File: src/rtl/delay_line_var.sv
// Runtime-selectable delay line: MAX_DEPTH register stages with per-stage valid,
// stall, synchronous flush and a combinational tap mux clamped to 1..MAX_DEPTH.
module delay_line_var #(
    parameter int WIDTH     = 8,
    parameter int MAX_DEPTH = 4,
    localparam int SEL_W    = $clog2(MAX_DEPTH) + 1
) (
    input  logic                       clk,
    input  logic                       reset,
    input  logic                       en,
    input  logic                       flush,
    input  logic                       in_valid,
    input  logic [WIDTH-1:0]           din,
    input  logic [SEL_W-1:0]           delay_sel,
    output logic [WIDTH-1:0]           dout,
    output logic                       out_valid,
    output logic [WIDTH*MAX_DEPTH-1:0] taps,
    output logic [MAX_DEPTH-1:0]       tap_valid,
    output logic [SEL_W-1:0]           occupancy
);

    logic [WIDTH-1:0]     stage_p [MAX_DEPTH];
    logic [MAX_DEPTH-1:0] vld_p;
    logic [MAX_DEPTH-1:0] vld_nxt;
    logic [SEL_W-1:0]     occ_p;
    logic [SEL_W-1:0]     eff_sel;

    function automatic logic [SEL_W-1:0] clamp_sel(input logic [SEL_W-1:0] s);
        if (s == '0)
            return SEL_W'(1);
        if (s > SEL_W'(MAX_DEPTH))
            return SEL_W'(MAX_DEPTH);
        return s;
    endfunction

    function automatic logic [SEL_W-1:0] popcount(input logic [MAX_DEPTH-1:0] v);
        logic [SEL_W-1:0] c;
        c = '0;
        for (int k = 0; k < MAX_DEPTH; k++)
            c = c + SEL_W'(v[k]);
        return c;
    endfunction

    always_comb begin
        vld_nxt    = '0;
        vld_nxt[0] = in_valid;
        for (int k = 1; k < MAX_DEPTH; k++)
            vld_nxt[k] = vld_p[k-1];
    end

    // Stage register chain: occupancy is registered alongside so it tracks the new valid vector
    always_ff @(posedge clk or negedge reset) begin
        if (!reset) begin
            for (int k = 0; k < MAX_DEPTH; k++)
                stage_p[k] <= '0;
            vld_p <= '0;
            occ_p <= '0;
        end else if (flush) begin
            for (int k = 0; k < MAX_DEPTH; k++)
                stage_p[k] <= '0;
            vld_p <= '0;
            occ_p <= '0;
        end else if (en) begin
            stage_p[0] <= din;
            for (int k = 1; k < MAX_DEPTH; k++)
                stage_p[k] <= stage_p[k-1];
            vld_p <= vld_nxt;
            occ_p <= popcount(vld_nxt);
        end
    end

    // Tap selection straight from the registers, so a delay change lands in the same cycle
    assign eff_sel = clamp_sel(delay_sel);

    always_comb begin
        dout      = '0;
        out_valid = 1'b0;
        for (int k = 0; k < MAX_DEPTH; k++) begin
            if (eff_sel == SEL_W'(k + 1)) begin
                dout      = stage_p[k];
                out_valid = vld_p[k];
            end
        end
    end

    always_comb begin
        taps = '0;
        for (int k = 0; k < MAX_DEPTH; k++)
            taps[k*WIDTH +: WIDTH] = stage_p[k];
    end

    assign tap_valid = vld_p;
    assign occupancy = occ_p;

endmodule

File: config.mk
export PLATFORM = sky130hd
export DESIGN_NAME = delay_line_var
export DESIGN_NICKNAME = d
export VERILOG_FILES = /design/src/rtl/delay_line_var.sv
export SDC_FILE = /design/constraint.sdc
export NUM_CORES = 1
export LEC_CHECK = 0
export CORE_MARGIN = 3
export CORE_UTILIZATION = 51
export CTS_BUF_LIST = sky130_fd_sc_hd__clkbuf_8
export DETAILED_ROUTE_END_ITERATION = 10
export PLACE_DENSITY = 0.91
export SLEW_MARGIN = 15
export SYNTH_ARGS = -nofsm -noshare
export SYNTH_HDL_FRONTEND = slang
export SYNTH_SLANG_ARGS = --single-unit
File: constraint.sdc
create_clock -name clk -period 3.2 [get_ports clk]
set_clock_uncertainty 0.1 [all_clocks]
set_input_delay 0.64 -clock clk [delete_from_list [all_inputs] [get_ports clk]]
set_output_delay 0.64 -clock clk [all_outputs]
set_load 0.02 [all_outputs]
==> parameters.txt <==
Parameter                              Value

Outcome
  Result of the run    complete, no violations

Route
  Total detailed-routing wirelength    4.67 mm
  Vias per Instance    around 5.4
  Routed length per instance    around 17 um
  Vias after detailed routing    ~1500
  Number of nets with antenna violations after detailed routing    0
  First-pass DRT Iterations    4
  DR DRC count    0
  Starting DRT DRC Count    approximately 110

Yosys
  Warning count from the yosys run    0
  Mean post-synth cell area    roughly 12 um2
  Number of synthesized register bits    39
  Number of distinct library cells after synthesis    18
  Cell area after technology mapping    between 1500 and 2000 um2
  Gate count after technology mapping    between 150 and 200
  Part of the Yosys area used for sequential elements    roughly 51%
  Syn nets    around 190

Critical path
  Worst Path Buf+Inv    3
  Longest individual stage delay on the worst path    approximately 0.53 ns
  Ordered list of cells on the worst path    clkdlybuf4s50_1 -> buf_4 -> mux2_4 -> a221o_1 -> clkdlybuf4s50_1
  Top Family by Delay on Critical Path    buffers and inverters
  Beginning of the critical path    delay_sel[0]
  Crit Path Class    in2out
  CP Data Required Time    between 2 and 2.5 ns
  Crit path max fanout    7
  Critical register-to-register path startpoint    tap_valid[0]
  Endpoint arrival time on the critical path    between 2 and 2.5 ns
  Critical Path Slowest Stage Cell    sky130_fd_sc_hd__clkdlybuf4s50_1
  Crit path capture type    primary output
  Kind of start point of the critical path    primary input
  Most frequent CP cell    sky130_fd_sc_hd__clkdlybuf4s50_1

Pwr
  Static leakage power    approximately 0.0014 uW
  Power per cell area    around 370 nW/um2
  Switching pwr    between 200 and 300 uW
  Portion of total power attributed to combinational logic    between 10% and 20%
  Fraction of power spent switching nets    26.4%
  Internal power consumption    around 730 uW
  Part of the power in the clock network    between 30% and 40%
  Sequential fraction of design power    between 50% and 60%
  Maximum vdd ir drop    0.235 mV

STA
  Final setup viols    0
  Worst slew margin relative to its limit    between 40 and 50%
  Min cycle time layout    3.15 ns
  RSZ-0062 raised after global routing    false
  Number of hold violations in the final report    0
  Sum of negative setup slack    0 ns
  Upper clock frequency limit    317 MHz
  Slew at the pin closest to its max-slew limit    roughly 0.83 ns
  Max Slew Vio Count    0
  Post-route fraction of the period consumed by the critical path    between 90 and 100%

Global route
  Pin count of the biggest net entering global routing    40
  GR Overflow Total    0
  GRT Overall Usage    a little under a quarter
  Vias in the first global route    1572
  Wire length of the first global-routing pass    around 7.6 mm
  Antenna violations before repair    0

Placement
  DP HPWL    3.36 mm
  Count of buffers from port buffering    63
  Gpl congestion    just under 0.8

CTS
  CTS tree    yes
  Number of H-tree levels    2
  Hold buffers post-CTS    0
  Post-CTS Repair Setup Buffers    0
  Clock tree sinks    39
  Clock latency at the later pin of the worst-skew pair    between 0.2 and 0.3 ns
  Clock transition at the registers of the reported paths    0.07 ns
  CTS Buf Count    5
  Maximum root-to-sink buffer count    2
  CTS Root Cell    sky130_fd_sc_hd__clkbuf_8

Floorplan
  Die Outline Area    about 4500 um2
  Horizontal die dimension    67.3 um
  Initial standard-cell utilization of the core    55.2%
  Die H    between 60 and 70 um
  Io pins    64
  Placement Rows    21
  Core ar.    3470 um2

Final layout
  Ratio of cells with drive above 1 in the final layout    10.3%
  Post-layout util    between 70 and 80%
  Synth-to-Final Area Change    40.0%
  Count of antenna diodes in the layout    0
  Nets    around 250

Min path
  Worst hold path class    in2async

Flow run
  Max Cap Violations    0
==> final cells by class <==
cell class | count | area, um2
Timing Repair Buffer | 71 | 694
Fill cell | 232 | 786
Multi-Input combinational cell | 116 | 873
Clock inverter | 3 | 12.5
Tap cell | 46 | 57.6
Clock buffer | 5 | 68.8
Sequential cell | 39 | 976
==> metal layers <==
metal	up-vias	track usage (%)	routed length, um
li1	705	-	-
met1	765	27.9	1870
met2	45	38.9	2530
met3	9	5.32	170
met4	0	8.35	90
met5	-	0	0
==> registers in the layout (all words and copies together), names as in the netlist <==
signal     cells
taps          32
tap_valid      4
occupancy      3
==> cells by family (layout without fill, tap and decap cells) <==
| logic type | after synthesis | after routing | share of synthesized area, % |
|---|---|---|---|
| multiplexers | 48 | 48 | 26.1 |
| AO/OA/AOI/OAI | 9 | 9 | 4.05 |
| adder cells (fa/ha/maj) | 3 | 3 | 2.35 |
| flip-flops | 39 | 39 | 50.9 |
| buffers and inverters | 11 | 79 | 3.46 |
| AND/OR/NAND/NOR | 56 | 56 | 13.1 |
==> final timing paths <==
check                               end  slack [ns]  depth (start not counted)
max in group asynchronous      taps[12]        2.13                          1
setup / recovery                dout[5]        0.05                          5
hold / removal                  taps[5]        0.34                          1
min in group clk           occupancy[1]        0.44                          2
hold reg to reg            occupancy[1]        0.44                          2
setup reg to reg           occupancy[1]        1.39                          5
==> power by group through the flow <==
stage / clock network (uW) / logic, uW / registers [uW]
after floorplan: 0 / 71.5 / 546
after global placement: 0 / 164 / 530
after detailed placement: 0 / 170 / 532
after CTS: 317 / 170 / 522
after global routing: 336 / 181 / 524
final: 307 / 169 / 522
==> timing repair <==
action | in CTS | in global routing
endpoints found under the setup margin | 1 | 6
gates resized for setup | 1 | 6
endpoints found under the hold margin | 0 | 0
pin swaps | 0 | 0
==> placed cells by master (no fill, tap or decap) <==
master,count
sky130_fd_sc_hd__a221o_1,4
sky130_fd_sc_hd__and2_1,4
sky130_fd_sc_hd__buf_2,2
sky130_fd_sc_hd__buf_4,8
sky130_fd_sc_hd__clkbuf_8,5
sky130_fd_sc_hd__clkdlybuf4s50_1,54
sky130_fd_sc_hd__clkinv_2,1
sky130_fd_sc_hd__dfrtp_1,39
sky130_fd_sc_hd__dlygate4sd2_1,1
sky130_fd_sc_hd__dlymetal6s2s_1,6
sky130_fd_sc_hd__fa_1,1
sky130_fd_sc_hd__ha_1,2
sky130_fd_sc_hd__inv_1,2
sky130_fd_sc_hd__mux2_4,4
sky130_fd_sc_hd__mux2i_1,44
sky130_fd_sc_hd__nand2_1,5
sky130_fd_sc_hd__nand2b_1,1
sky130_fd_sc_hd__nor2_1,40
sky130_fd_sc_hd__nor2b_1,1
sky130_fd_sc_hd__o211ai_1,5
sky130_fd_sc_hd__or3b_1,1
sky130_fd_sc_hd__or3b_2,4
==> metrics by stage <==
stage / cell area, um2 / total power (uW) / setup WS [ns] / cells / hold slack (ns)
5_1_grt: 2680 / 1040 / 0.00673 / 280 / 0.407
6_report: 2680 / 998 / 0.0451 / 280 / 0.344
2_1_floorplan: 1920 / 618 / 0.996 / 166 / 0.244
4_1_cts: 2670 / 1010 / 0.000653 / 280 / 0.365
3_3_place_gp: 2590 / 694 / 0.0310 / 272 / 0.406
3_5_place_dp: 2590 / 701 / 0.00694 / 272 / 0.426
==> Yosys cell counts (all sizes together) <==
master  count  area (um2)
nand2b      1        6.26
or3b        5        43.8
and2        4        25.0
nand2       5        18.8
nor2       40         150
dfrtp      39         976
o211ai      5        37.5
mux2        4        60.1
mux2i      44         440
nor2b       1        6.26
buf         8        55.1
ha          2        25.0
a221o       4        40.0
fa          1        20.0
clkbuf      3        11.3
No activity file was read; power rests on OpenSTA's default activity.
